$ cat config.mk
export PLATFORM = sky130hd
export DESIGN_NAME = pipelined_group_cla
export DESIGN_NICKNAME = d
export VERILOG_FILES = /design/src/rtl/pipelined_group_cla.sv
export SDC_FILE = /design/constraint.sdc
export NUM_CORES = 1
export LEC_CHECK = 0
export BUFFER_PORTS_ARGS = -buffer_cell sky130_fd_sc_hd__buf_2
export CELL_PAD_IN_SITES_DETAIL_PLACEMENT = 0
export CELL_PAD_IN_SITES_GLOBAL_PLACEMENT = 1
export CORE_UTILIZATION = 49
export DETAILED_ROUTE_END_ITERATION = 8
export PLACE_DENSITY_LB_ADDON = 0.1
export SETUP_SLACK_MARGIN = 0.15
export SLEW_MARGIN = 20
export SYNTH_ARGS = -nofsm -noshare
export SYNTH_HDL_FRONTEND = slang
export SYNTH_SLANG_ARGS = --single-unit
$ cat constraint.sdc
create_clock -name clk -period 5.45 [get_ports clk]
set_input_delay 1.09 -clock clk [delete_from_list [all_inputs] [get_ports clk]]
set_output_delay 1.09 -clock clk [all_outputs]
set_load 0.05 [all_outputs]
$ cat src/rtl/pipelined_group_cla.sv
// Two-stage carry-lookahead adder. Group generate/propagate are registered in
// stage 1, and stage 2 resolves the group carries and registers the sum.
module pipelined_group_cla #(
    parameter int WIDTH       = 16,
    parameter int GROUP       = 4,
    parameter int APPROX_BITS = 4
) (
    input  logic                     clk,
    input  logic                     rst_n,
    input  logic                     in_valid,
    output logic                     in_ready,
    input  logic [WIDTH-1:0]         a,
    input  logic [WIDTH-1:0]         b,
    input  logic                     cin,
    input  logic                     approx_en,
    output logic                     out_valid,
    input  logic                     out_ready,
    output logic [WIDTH-1:0]         sum,
    output logic                     cout,
    output logic [WIDTH/GROUP-1:0]   gg,
    output logic [WIDTH/GROUP-1:0]   gp
);

    localparam int NG  = WIDTH / GROUP;
    localparam int AB  = (APPROX_BITS > 0) ? APPROX_BITS - 1 : 0;
    localparam bit APX = (APPROX_BITS > 0);

    typedef struct packed {
        logic [WIDTH-1:0] a;
        logic [WIDTH-1:0] b;
        logic             cin;
        logic             fix;
        logic [NG-1:0]    cg;
        logic [NG-1:0]    cp;
        logic [NG-1:0]    gg;
        logic [NG-1:0]    gp;
    } s1_t;

    s1_t              s1_d;
    s1_t              s1_q;
    logic             s1_valid;
    logic             s2_valid;
    logic             s1_adv;
    logic             s2_adv;
    logic [WIDTH-1:0] ea;
    logic [WIDTH-1:0] eb;
    logic [WIDTH-1:0] s2_sum;
    logic             s2_cout;

    function automatic logic [2*NG-1:0] group_gp(
        input logic [WIDTH-1:0] x,
        input logic [WIDTH-1:0] y
    );
        logic [NG-1:0] g;
        logic [NG-1:0] p;
        logic          c;
        g = '0;
        p = '0;
        for (int k = 0; k < NG; k++) begin
            c    = 1'b0;
            p[k] = 1'b1;
            for (int i = 0; i < GROUP; i++) begin
                c    = (x[k*GROUP+i] & y[k*GROUP+i])
                     | ((x[k*GROUP+i] ^ y[k*GROUP+i]) & c);
                p[k] = p[k] & (x[k*GROUP+i] ^ y[k*GROUP+i]);
            end
            g[k] = c;
        end
        return {g, p};
    endfunction

    assign s2_adv    = !s2_valid || out_ready;
    assign s1_adv    = !s1_valid || s2_adv;
    assign in_ready  = s1_adv;
    assign out_valid = s2_valid;

    // Approximate mode folds the low part into operands with no internal
    // carries; only the top approximate bit keeps a&b so its carry survives.
    always_comb begin
        ea       = a;
        eb       = b;
        s1_d     = '0;
        s1_d.cin = cin;
        if (APX && approx_en) begin
            for (int i = 0; i < AB; i++) begin
                ea[i] = a[i] | b[i];
                eb[i] = 1'b0;
            end
            s1_d.cin = 1'b0;
            s1_d.fix = a[AB] & b[AB];
        end
        s1_d.a              = ea;
        s1_d.b              = eb;
        {s1_d.gg, s1_d.gp}  = group_gp(a, b);
        {s1_d.cg, s1_d.cp}  = group_gp(ea, eb);
    end

    always_ff @(posedge clk or negedge rst_n) begin
        if (!rst_n) begin
            s1_valid <= 1'b0;
            s1_q     <= '0;
        end else if (s1_adv) begin
            s1_valid <= in_valid;
            if (in_valid) s1_q <= s1_d;
        end
    end

    always_comb begin
        logic c;
        logic ci;
        logic p;
        s2_sum = '0;
        c      = s1_q.cin;
        for (int k = 0; k < NG; k++) begin
            ci = c;
            for (int i = 0; i < GROUP; i++) begin
                p                  = s1_q.a[k*GROUP+i] ^ s1_q.b[k*GROUP+i];
                s2_sum[k*GROUP+i]  = p ^ ci;
                ci = (s1_q.a[k*GROUP+i] & s1_q.b[k*GROUP+i]) | (p & ci);
            end
            c = s1_q.cg[k] | (s1_q.cp[k] & c);
        end
        s2_sum[AB] = s2_sum[AB] | s1_q.fix;
        s2_cout    = c;
    end

    always_ff @(posedge clk or negedge rst_n) begin
        if (!rst_n) begin
            s2_valid <= 1'b0;
            sum      <= '0;
            cout     <= 1'b0;
            gg       <= '0;
            gp       <= '0;
        end else if (s2_adv) begin
            s2_valid <= s1_valid;
            if (s1_valid) begin
                sum  <= s2_sum;
                cout <= s2_cout;
                gg   <= s1_q.gg;
                gp   <= s1_q.gp;
            end
        end
    end

endmodule

# After elaboration in Yosys (flattened, before gate mapping)
# Cells that the tools add are included.
# Widths: inputs -> output; s select.
# word_totals
out_inout_bits,27
reg_bits,77
elab_cells,186
input_bits,38
# classes
n_bitwise,163
n_reduce_logical,6
n_mux,3
# op_table
op,n
$and 1x1->1,77
$xor 1x1->1,51
$or 1x1->1,35
$mux 3,2
$reduce_and 2->1,2
$logic_not 1->1,2
$logic_or 1x1->1,2
$mux 2,1

# Logic depth before layout (Yosys ltp)
# Gate-level depths: netlist of the first run.
# depth
ltp_word,13
depth_mapped,8
ltp_nobuf,8

# Worst setup path before layout of the first run
# No wires, ideal clock.
# synth_path
kind,in2out
start,input port out_ready
end,output port in_ready
required_ns,4.360
t_arrival_ns,1.363
path_buffers,0
slack_ns,2.997
path_stages,1
path_cell_list,nand3b_4
# synth_via
elab_chain_cells,2
# synth_lines
item,line_no,rtl
from (decl),17,"input logic out_ready,"
$logic_or 1x1->1,72,assign s2_adv = !s2_valid || out_ready;
$logic_or 1x1->1,73,assign s1_adv = !s1_valid || s2_adv;
to (decl),11,"output logic in_ready,"
# Every way passes these cells.

# Worst setup path in the final report of the first run
# Ends and elaborated chain as after synthesis.

==> metrics.cfg, run 1 <==
[run_status]
status=complete, no violations

[cells_and_area]
num-fill-cells=668
multi_input_area_um2=1720
layout-drive-gt1-share_pct=41.4
n_antenna_cell=0
final_core_util_pct=58.2
stdcell_count=430
seq_area_um2=1780
areaGrowthSynthToFinish_pct=15.1
finish.net_count=398

[place]
hpwl_um=4580
dp.cells=414
place_congestion=0.766
dp_slack_ps=2580
portBuffers=64

[logic_synthesis]
ys_seq_area_share_pct=48.5
synth_nets=331
synth-edff-count=0
synth_cells=259
synth_most_common_cell=dfrtp_1
yosys_warnings=0
ys_ff_latch=71
synth.distinct_cells=33
synth_ff_type=dfrtp_1
synth_top_cell_by_area=dfrtp_1
synth_area_um2=3670
synth_commonest_cells=dfrtp_1 (71), mux2_4 (27), mux2_2 (24), ha_1 (22), inv_1 (19)
synth_top_area_share_pct=48.5
syn_avg_cell_area_um2=14.2
async_flop_share_pct=100
synth_area_leaders=dfrtp_1 (48%), mux2_4 (11%), ha_1 (7.5%)

[clocking]
htreeDepth=3
cts_sinks=71
cts_buffers=9
cts_tree=built
cts.clk_slew.worst_paths_ps=70
clk_latency_ps=340
post_cts_buffers=0
cts-resized-gates=0
holdBufCountCts=0
clock-root-buffer=clkbuf_8
cts_buffer_depth=2

[timing]
hold_violations=0
rsz0062_at_grt=false
setup_viol=0
fin_ws_ps=2690
drv_slew=0
fin_crit_ps=2760
tightestPinTransition_ps=1090
max-slew-margin-rel_pct=27.3
period_share_pct=50.6
max_freq_ghz=0.363
timing.setup.tns_ps=0
skew_ps=10.2

[floorplanning]
boundaryPins=65
initial_core_util_pct=50.5
dieArea_um2=7830
core_um2=7250
rows=31
die_h_um=88.5
die_x_um=88.5

[power]
power_leakage_nw=2.06
switching_share_pct=38.5
power_switching_mw=0.691
intPower_mw=1.10
power_density_nw_per_um2=426
seqPwrFrac_pct=40.1
pwr-share-clk_pct=23.1
combPwrFrac_pct=36.8
ir_drop_uv=206

[grt]
antenna_found_initial=0
grt_pass1_wl_um=10600
grt_max_degree=72
grt_pass1_vias=2192
track_usage_pct=18.2
grt-ovfl-total=0

[worst_setup_path]
timing.rr.start=s1_q[8]
crit_fanout=9
reg2reg_slack_ps=2860
critPathArrivalTime_ps=1670
critical_path_class=input port to output pin
crit_path_end_kind=output pin
crit_required_ps=4360
crit_path_start=out_ready
worstSetupStartpointType=input port

[routing]
antenna_left=0
drt-pass1-iter-count=4
first_iter_violations=91
wl_per_cell_um=14.9
via_per_inst=4.98
drt-total-wl_um=6430
drc_errors=0
via_count=2142

[flow_run]
maxCapViolations=0

[worst_hold_path]
hp-class=register to register
hp-start=sum[5]

sequential cells by signal, indices dropped and copies added (netlist names):
name,cells
gp,4
sum,16
gg,4
out_valid,1
s1_q,44
s1_valid,1
cout,1
layout by cell type (no fill, tap or decap), types with 4 or more instances in the layout:
| cell | instances |
|---|---|
| a21o_1 | 4 |
| a21oi_1 | 10 |
| buf_2 | 64 |
| clkbuf_8 | 10 |
| dfrtp_1 | 71 |
| fa_1 | 12 |
| ha_1 | 22 |
| inv_1 | 19 |
| mux2_2 | 24 |
| mux2_4 | 27 |
| mux2i_1 | 10 |
| nand2_1 | 7 |
| nand3_1 | 5 |
| nand4_1 | 5 |
| o21ai_0 | 4 |
| xnor2_1 | 7 |
per-stage QoR:
step / hold slack [ps] / cell area (um2) / power, mW
floorplan: 478 / 3670 / 1.24
global placement: 470 / 4020 / 1.39
detailed placement: 477 / 4020 / 1.40
CTS: 505 / 4220 / 1.82
global route: 523 / 4220 / 1.92
finish: 503 / 4220 / 1.80
power groups by stage:
stage / Sequential (mW) / Combinational [mW] / Clock, mW
5_1_grt: 0.739 / 0.716 / 0.460
2_1_floorplan: 0.982 / 0.259 / 0
4_1_cts: 0.723 / 0.671 / 0.430
6_report: 0.720 / 0.660 / 0.416
3_3_place_gp: 0.730 / 0.660 / 0
3_5_place_dp: 0.733 / 0.669 / 0
final cells by class:
type	count	area share, %
Sequential cell	71	42.1
Multi-Input combinational cell	160	40.8
Timing Repair Buffer	65	7.77
Clock buffer	10	3.26
Tap cell	99	2.94
Inverter	19	1.69
Clock inverter	6	1.42
routing by layer:
metal  part of all wire, %  track usage (%)  vias up
li1                      -                -     1037
met1                    48             26.4     1049
met2                    46             26.4       46
met3                   4.7             4.01       10
met4                   1.2             7.48        0
met5                     0                0        -
final timing paths:
kind | endpoint | cells after the start
max | in_ready | 3
min | sum[5] | 1
max reg2reg | sum[11] | 8
min reg2reg | sum[5] | 1
max in group asynchronous | sum[12] | 2
min in group asynchronous | s1_q[36] | 2
logic make-up after synthesis:
| kind of cell | after synthesis | share of synthesized area [%] |
|---|---|---|
| AO/OA/AOI/OAI | 30 | 5.46 |
| XOR/XNOR | 8 | 1.91 |
| adder cells (fa/ha/maj) | 34 | 14.1 |
| buffers and inverters | 28 | 4.57 |
| flip-flops | 71 | 48.5 |
| multiplexers | 61 | 21.2 |
| AND/OR/NAND/NOR | 27 | 4.37 |
worst max-delay path, cell delays in order:
cell and delay [ps]:
buf_2 110, nand3b_4 210, buf_2 250
Note: power is estimated with default switching activity, not from simulation.
==> run 2, diff against run 1 <==
Settings changed: CORE_UTILIZATION 49 to 46.
Clock period 5.45 ns to 2.7 ns, I/O delays scaled along.
==> run 2 against run 1 <==
First-iteration DRC count shrank 43%. Die area grew 6.4%. Critical path depth grew 5. Register-to-register slack lost 2600 ps. Final cell count grew 1.4%. Non-clock buffer count grew 3. Sequential share of layout area shrank 0.93 points. Core utilization shrank 2.3 points. Clock skew shrank 2.4 ps. Sequential cell count is the same. Global-route usage shrank 0.30 points. Combinational power grew 110%. Largest cell class unchanged. Largest power group unchanged.
==> metrics.cfg, run 2 (synthesis gave the netlist of run 1 again) <==
[run_status]
status=complete, no violations  ; unchanged

[floorplanning]
dieArea_um2=8330  ; was 7830 um2
boundaryPins=65  ; unchanged
die_h_um=91.3  ; was 88.5 um
core_um2=7730  ; was 7250 um2
initial_core_util_pct=47.4  ; was 50.5%
rows=32  ; was 31
die_x_um=91.3  ; was 88.5 um

[worst_setup_path]
cp.depth=8  ; was 3
r2r-end=sum[15]  ; was sum[11]
reg2reg_slack_ps=250  ; was 2860 ps
crit_path_end=sum[15]  ; was in_ready
cp_slowest_stage_delay_ps=420  ; was 250 ps
worst_path_most_repeated_cell=fa_1  ; was buf_2
crit_path_cell_trace=a21oi_1, o31a_1, inv_1, fa_1, fa_2, fa_1, xnor2_1, mux2_2  ; was buf_2, nand3b_4, buf_2
worstRegToRegCells=8  ; unchanged
critPathArrivalTime_ps=2680  ; was 1670 ps
crit_path_end_kind=register  ; was output pin
critical_path_class=register to register  ; was input port to output pin
crit_path_start=s1_q[13]  ; was out_ready
cp_top_family=adder cells  ; was buffers and inverters
slowest_stage=dfrtp_1  ; was buf_2
worstSetupStartpointType=register  ; was input port
crit_fanout=4  ; was 9
timing.rr.start=s1_q[13]  ; was s1_q[8]
crit_required_ps=2930  ; was 4360 ps
crit_buf_inv=1  ; was 2

[clocking]
clock-root-buffer=clkbuf_8  ; unchanged
holdBufCountCts=0  ; unchanged
clk_latency_ps=340  ; about the same
htreeDepth=3  ; unchanged
cts_tree=built  ; unchanged
cts_buffer_depth=2  ; unchanged
cts.clk_slew.worst_paths_ps=80  ; was 70 ps
cts_buffers=9  ; unchanged
cts_sinks=71  ; unchanged

[timing]
max_freq_ghz=0.409
hold_violations=0  ; unchanged
setup_viol=0  ; unchanged
timing.setup.tns_ps=0  ; unchanged
period_share_pct=90.6
skew_ps=7.84  ; was 10.2 ps
max-slew-margin-rel_pct=69.5  ; was 27.3%
tightestPinTransition_ps=457  ; was 1090 ps
fin_ws_ps=255  ; was 2690 ps
rsz0062_at_grt=true  ; was false
drv_slew=0  ; unchanged
whs_ps=195  ; was 503 ps
fin_crit_ps=2450

[cells_and_area]
top_regs=s1_q (44), sum (16)  ; unchanged
largest_register_ffs=44  ; unchanged
layout-drive-gt1-share_pct=42.8  ; was 41.4%
layout_common_cells=dfrtp_1 (71), buf_2 (64), mux2_4 (27)  ; unchanged
areaGrowthSynthToFinish_pct=17.7  ; was 15.1%
finish.net_count=401  ; was 398
layout_commonest_cell=dfrtp_1  ; unchanged
top_register=s1_q  ; unchanged
n_antenna_cell=0  ; unchanged
num-fill-cells=657  ; was 668

[power]
power_leakage_nw=2.09  ; was 2.06 nW
ir_drop_uv=544  ; was 206 uV
power_density_nw_per_um2=867  ; was 426 nW/um2

[grt]
grt_pass1_wl_um=11300  ; was 10600 um
grt-ovfl-total=0  ; unchanged
antenna_found_initial=0  ; unchanged
track_usage_pct=17.9  ; was 18.2%
grt_pass1_vias=2248  ; was 2192
grt_max_degree=72  ; unchanged

[flow_run]
maxCapViolations=0  ; unchanged

[routing]
wl_per_cell_um=15.3  ; was 14.9 um
antenna_left=0  ; unchanged
drt-pass1-iter-count=4  ; unchanged
drc_errors=0  ; unchanged
first_iter_violations=52  ; was 91
via_count=2209  ; was 2142
drt-total-wl_um=6670  ; was 6430 um
via_per_inst=5.07  ; was 4.98

[worst_hold_path]
hp-class=input port to async pin  ; was register to register

[place]
portBuffers=64  ; unchanged
place_congestion=0.754  ; was 0.766
hpwl_um=4880  ; was 4580 um
dp_slack_ps=165  ; was 2580 ps

-- run 2: changes by cell type in the layout (fill, tap and decap cells not counted), moves of 2 or more --
| cell | previous run | this run |
|---|---|---|
| buf_12 | 0 | 3 |
| clkinv_2 | 3 | 1 |
| fa_1 | 12 | 10 |
| fa_2 | 0 | 2 |
-- run 2: per-stage QoR --
step	util [%]	power, mW	cells	area [um2]
finish	55.8	3.74	436	4310
global route	55.8	3.96	436	4310
CTS	55.7	3.79	436	4310
detailed placement	52.9	2.85	420	4090
global placement	52.9	2.83	420	4090
floorplan	-	2.51	259	3670
-- run 2: layout make-up --
| class | instances | area (um2) | area share [%] |
|---|---|---|---|
| clock buffers | 9 | 124 | 2.87 |
| repair buffers | 68 | 388 | 8.99 |
| well taps | 102 | 128 | 2.96 |
| flip-flops and latches | 71 | 1780 | 41.2 |
| inverters | 19 | 71.3 | 1.65 |
| multi-input cells | 160 | 1730 | 40.1 |
| clock inverters | 7 | 96.3 | 2.23 |
-- run 2: worst min path at each step --
stage	slack, ps	startpoint	to
2_1_floorplan	240	rst_n	cout
4_1_cts	220	rst_n	sum[2]
3_3_place_gp	480	sum[4]	sum[4]
3_5_place_dp	470	gp[3]	gp[3]
5_1_grt	220	rst_n	s1_q[19]
6_report	190	rst_n	sum[2]
-- run 2: worst reg2reg max path: cells and delay by family (launching register included) --
kind	cells	cell delay, ps
adder cells (fa/ha/maj)	3	1130
flip-flops	1	420
AO/OA/AOI/OAI	2	340
multiplexers	1	260
XOR/XNOR	1	140
buffers and inverters	1	60
-- run 2: power breakdown --
part	switching (mW)	internal (mW)
clock network	0.408	0.521
logic	0.864	0.492
registers	0.149	1.31
total	1.42	2.32
-- run 2: what timing repair did --
item | in CTS | in global routing
gates resized for setup | 0 | 3
buffers inserted | 0 | 0
setup endpoints to repair | 0 | 3
-- run 2: layer usage --
layer	wire length (um)	GRT usage, %	vias up
li1	-	-	1047
met1	3280	25.3	1103
met2	2990	26.3	52
met3	326	5.86	7
met4	66	5.16	0
met5	0	0	-
==> run 3, diff against run 2 <==
Settings changed: CAP_MARGIN set to 10, REMOVE_ABC_BUFFERS set to 1.
==> run 3 against run 2 <==
Clock-buffer cell count grew 4. Clock power shrank 18%. Final cell count is the same. Non-clock buffer count unchanged. Critical path type unchanged. Critical endpoint is now sum[11]. Largest cell class unchanged.
==> metrics.cfg, run 3 (synthesis gave the netlist of run 1 again) <==
[clocking]
cts.clk_slew.worst_paths_ps=70  ; was 80 ps
cts_tree=built  ; unchanged
post_cts_buffers=0  ; unchanged
cts_buffer_depth=2  ; unchanged
clock-root-buffer=clkbuf_8  ; unchanged
clk_latency_ps=340  ; about the same
cts_buffers=9  ; unchanged
cts_sinks=71  ; unchanged
htreeDepth=3  ; unchanged

[timing]
tightestPinTransition_ps=391  ; was 457 ps
skew_ps=8.24  ; was 7.84 ps
hold_violations=0  ; unchanged
max-slew-margin-rel_pct=73.9  ; was 69.5%
timing.setup.tns_ps=0  ; unchanged
fin_crit_ps=2440  ; was 2450 ps
rsz0062_at_grt=true  ; unchanged
max_freq_ghz=0.411  ; was 0.409 GHz
period_share_pct=90.2  ; was 90.6%
setup_viol=0  ; unchanged
drv_slew=0  ; unchanged

[cells_and_area]
stdcell_count=436  ; unchanged
finish.net_count=401  ; unchanged
areaGrowthSynthToFinish_pct=16.6  ; was 17.7%
n_antenna_cell=0  ; unchanged
final_core_util_pct=55.3  ; was 55.8%
top_regs=s1_q (44), sum (16)  ; unchanged
largest_register_ffs=44  ; unchanged
top_register=s1_q  ; unchanged
layout_common_cells=dfrtp_1 (71), buf_2 (64), mux2_4 (27)  ; unchanged
layout_commonest_cell=dfrtp_1  ; unchanged
layout-drive-gt1-share_pct=42.8  ; unchanged

[power]
power_leakage_nw=2.08  ; was 2.09 nW
power_density_nw_per_um2=833  ; was 867 nW/um2
total_power_mw=3.56  ; was 3.74 mW
ir_drop_uv=348  ; was 544 uV

[routing]
drt-total-wl_um=6390  ; was 6670 um
antenna_left=0  ; unchanged
via_per_inst=5.00  ; was 5.07
via_count=2182  ; was 2209
drc_errors=0  ; unchanged
wl_per_cell_um=14.7  ; was 15.3 um
drt-pass1-iter-count=4  ; unchanged
first_iter_violations=67  ; was 52

[grt]
track_usage_pct=17.2  ; was 17.9%
antenna_found_initial=0  ; unchanged
grt_pass1_wl_um=11000  ; was 11300 um
grt_pass1_vias=2213  ; was 2248
grt_max_degree=72  ; unchanged
grt-ovfl-total=0  ; unchanged

[worst_setup_path]
timing.rr.start=s1_q[17]  ; was s1_q[13]
worstSetupStartpointType=register  ; unchanged
crit_path_end_kind=register  ; unchanged
crit_fanout=2  ; was 4
crit_path_start=s1_q[17]  ; was s1_q[13]
critical_path_class=register to register  ; unchanged
crit_required_ps=2920  ; was 2930 ps
critPathArrivalTime_ps=2660  ; was 2680 ps

[floorplanning]
die_x_um=91.3  ; unchanged
die_h_um=91.3  ; unchanged
dieArea_um2=8330  ; unchanged
boundaryPins=65  ; unchanged
core_um2=7730  ; unchanged
initial_core_util_pct=47.4  ; unchanged
rows=32  ; unchanged

[worst_hold_path]
hp-class=input port to async pin  ; unchanged

[place]
place_congestion=0.711  ; was 0.754
hpwl_um=4700  ; was 4880 um
dp.cells=420  ; unchanged
portBuffers=64  ; unchanged

[run_status]
status=complete, no violations  ; unchanged

[flow_run]
maxCapViolations=0  ; unchanged

[run 3: changes by cell type in the layout (fill, tap and decap cells not counted)]
cell        delta
fa_2           +2
clkbuf_8       +2
bufinv_16      -2
clkbuf_1       +2
clkinv_2       +1
fa_1           -2
inv_6          -1
clkinvlp_4     -2
[run 3: cell type report]
type,count,area [um2]
clock buffers,13,159
clock inverters,3,17.5
fillers,675,3450
inverters,19,71.3
multi-input cells,160,1740
flip-flops and latches,71,1780
well taps,102,128
repair buffers,68,388
[run 3: per-stage QoR]
stage / setup slack, ps / cell area [um2] / hold slack [ps]
after floorplan: 300 / 3570 / 244
after global placement: 135 / 4090 / 484
after detailed placement: 99.9 / 4090 / 490
after CTS: 163 / 4270 / 223
after global routing: 149 / 4280 / 242
final: 264 / 4280 / 213
[run 3: worst max-delay path, stage by stage, from the launching register on]
cell	delay [ps]
dfrtp_1	390
a21oi_2	180
inv_1	90
a21o_1	200
fa_2	340
fa_2	350
fa_1	390
xnor2_1	130
mux2_2	260
[run 3: final timing paths]
| kind | slack [ps] | cells past startpoint | endpoint |
|---|---|---|---|
| hold / removal | 210 | 2 | sum[6] |
| max in group asynchronous | 2190 | 2 | s1_q[24] |
| min in group clk | 450 | 2 | s1_q[31] |
| setup / recovery | 260 | 8 | sum[11] |
| hold reg to reg | 500 | 1 | sum[5] |
| setup reg to reg | 260 | 8 | sum[11] |
[run 3: layer usage]
metal / up-vias / part of all wire (%) / routed length, um / track usage (%)
met5: - / 0 / 0 / 0
met4: 0 / 1.2 / 76 / 5.16
met3: 6 / 4.1 / 259 / 5.11
met2: 48 / 48 / 3070 / 26.6
met1: 1082 / 47 / 2980 / 23.5
li1: 1046 / - / - / -
[run 3: power by group]
group | internal, mW | switching [mW]
sequential | 1.31 | 0.146
combinational | 0.491 | 0.859
clock | 0.382 | 0.377
[run 3: what timing repair did]
action | in CTS | in global routing
pin swaps | 0 | 2
resized for setup | 1 | 4
endpoints found under the setup margin | 2 | 3
hold buffers | 0 | 0
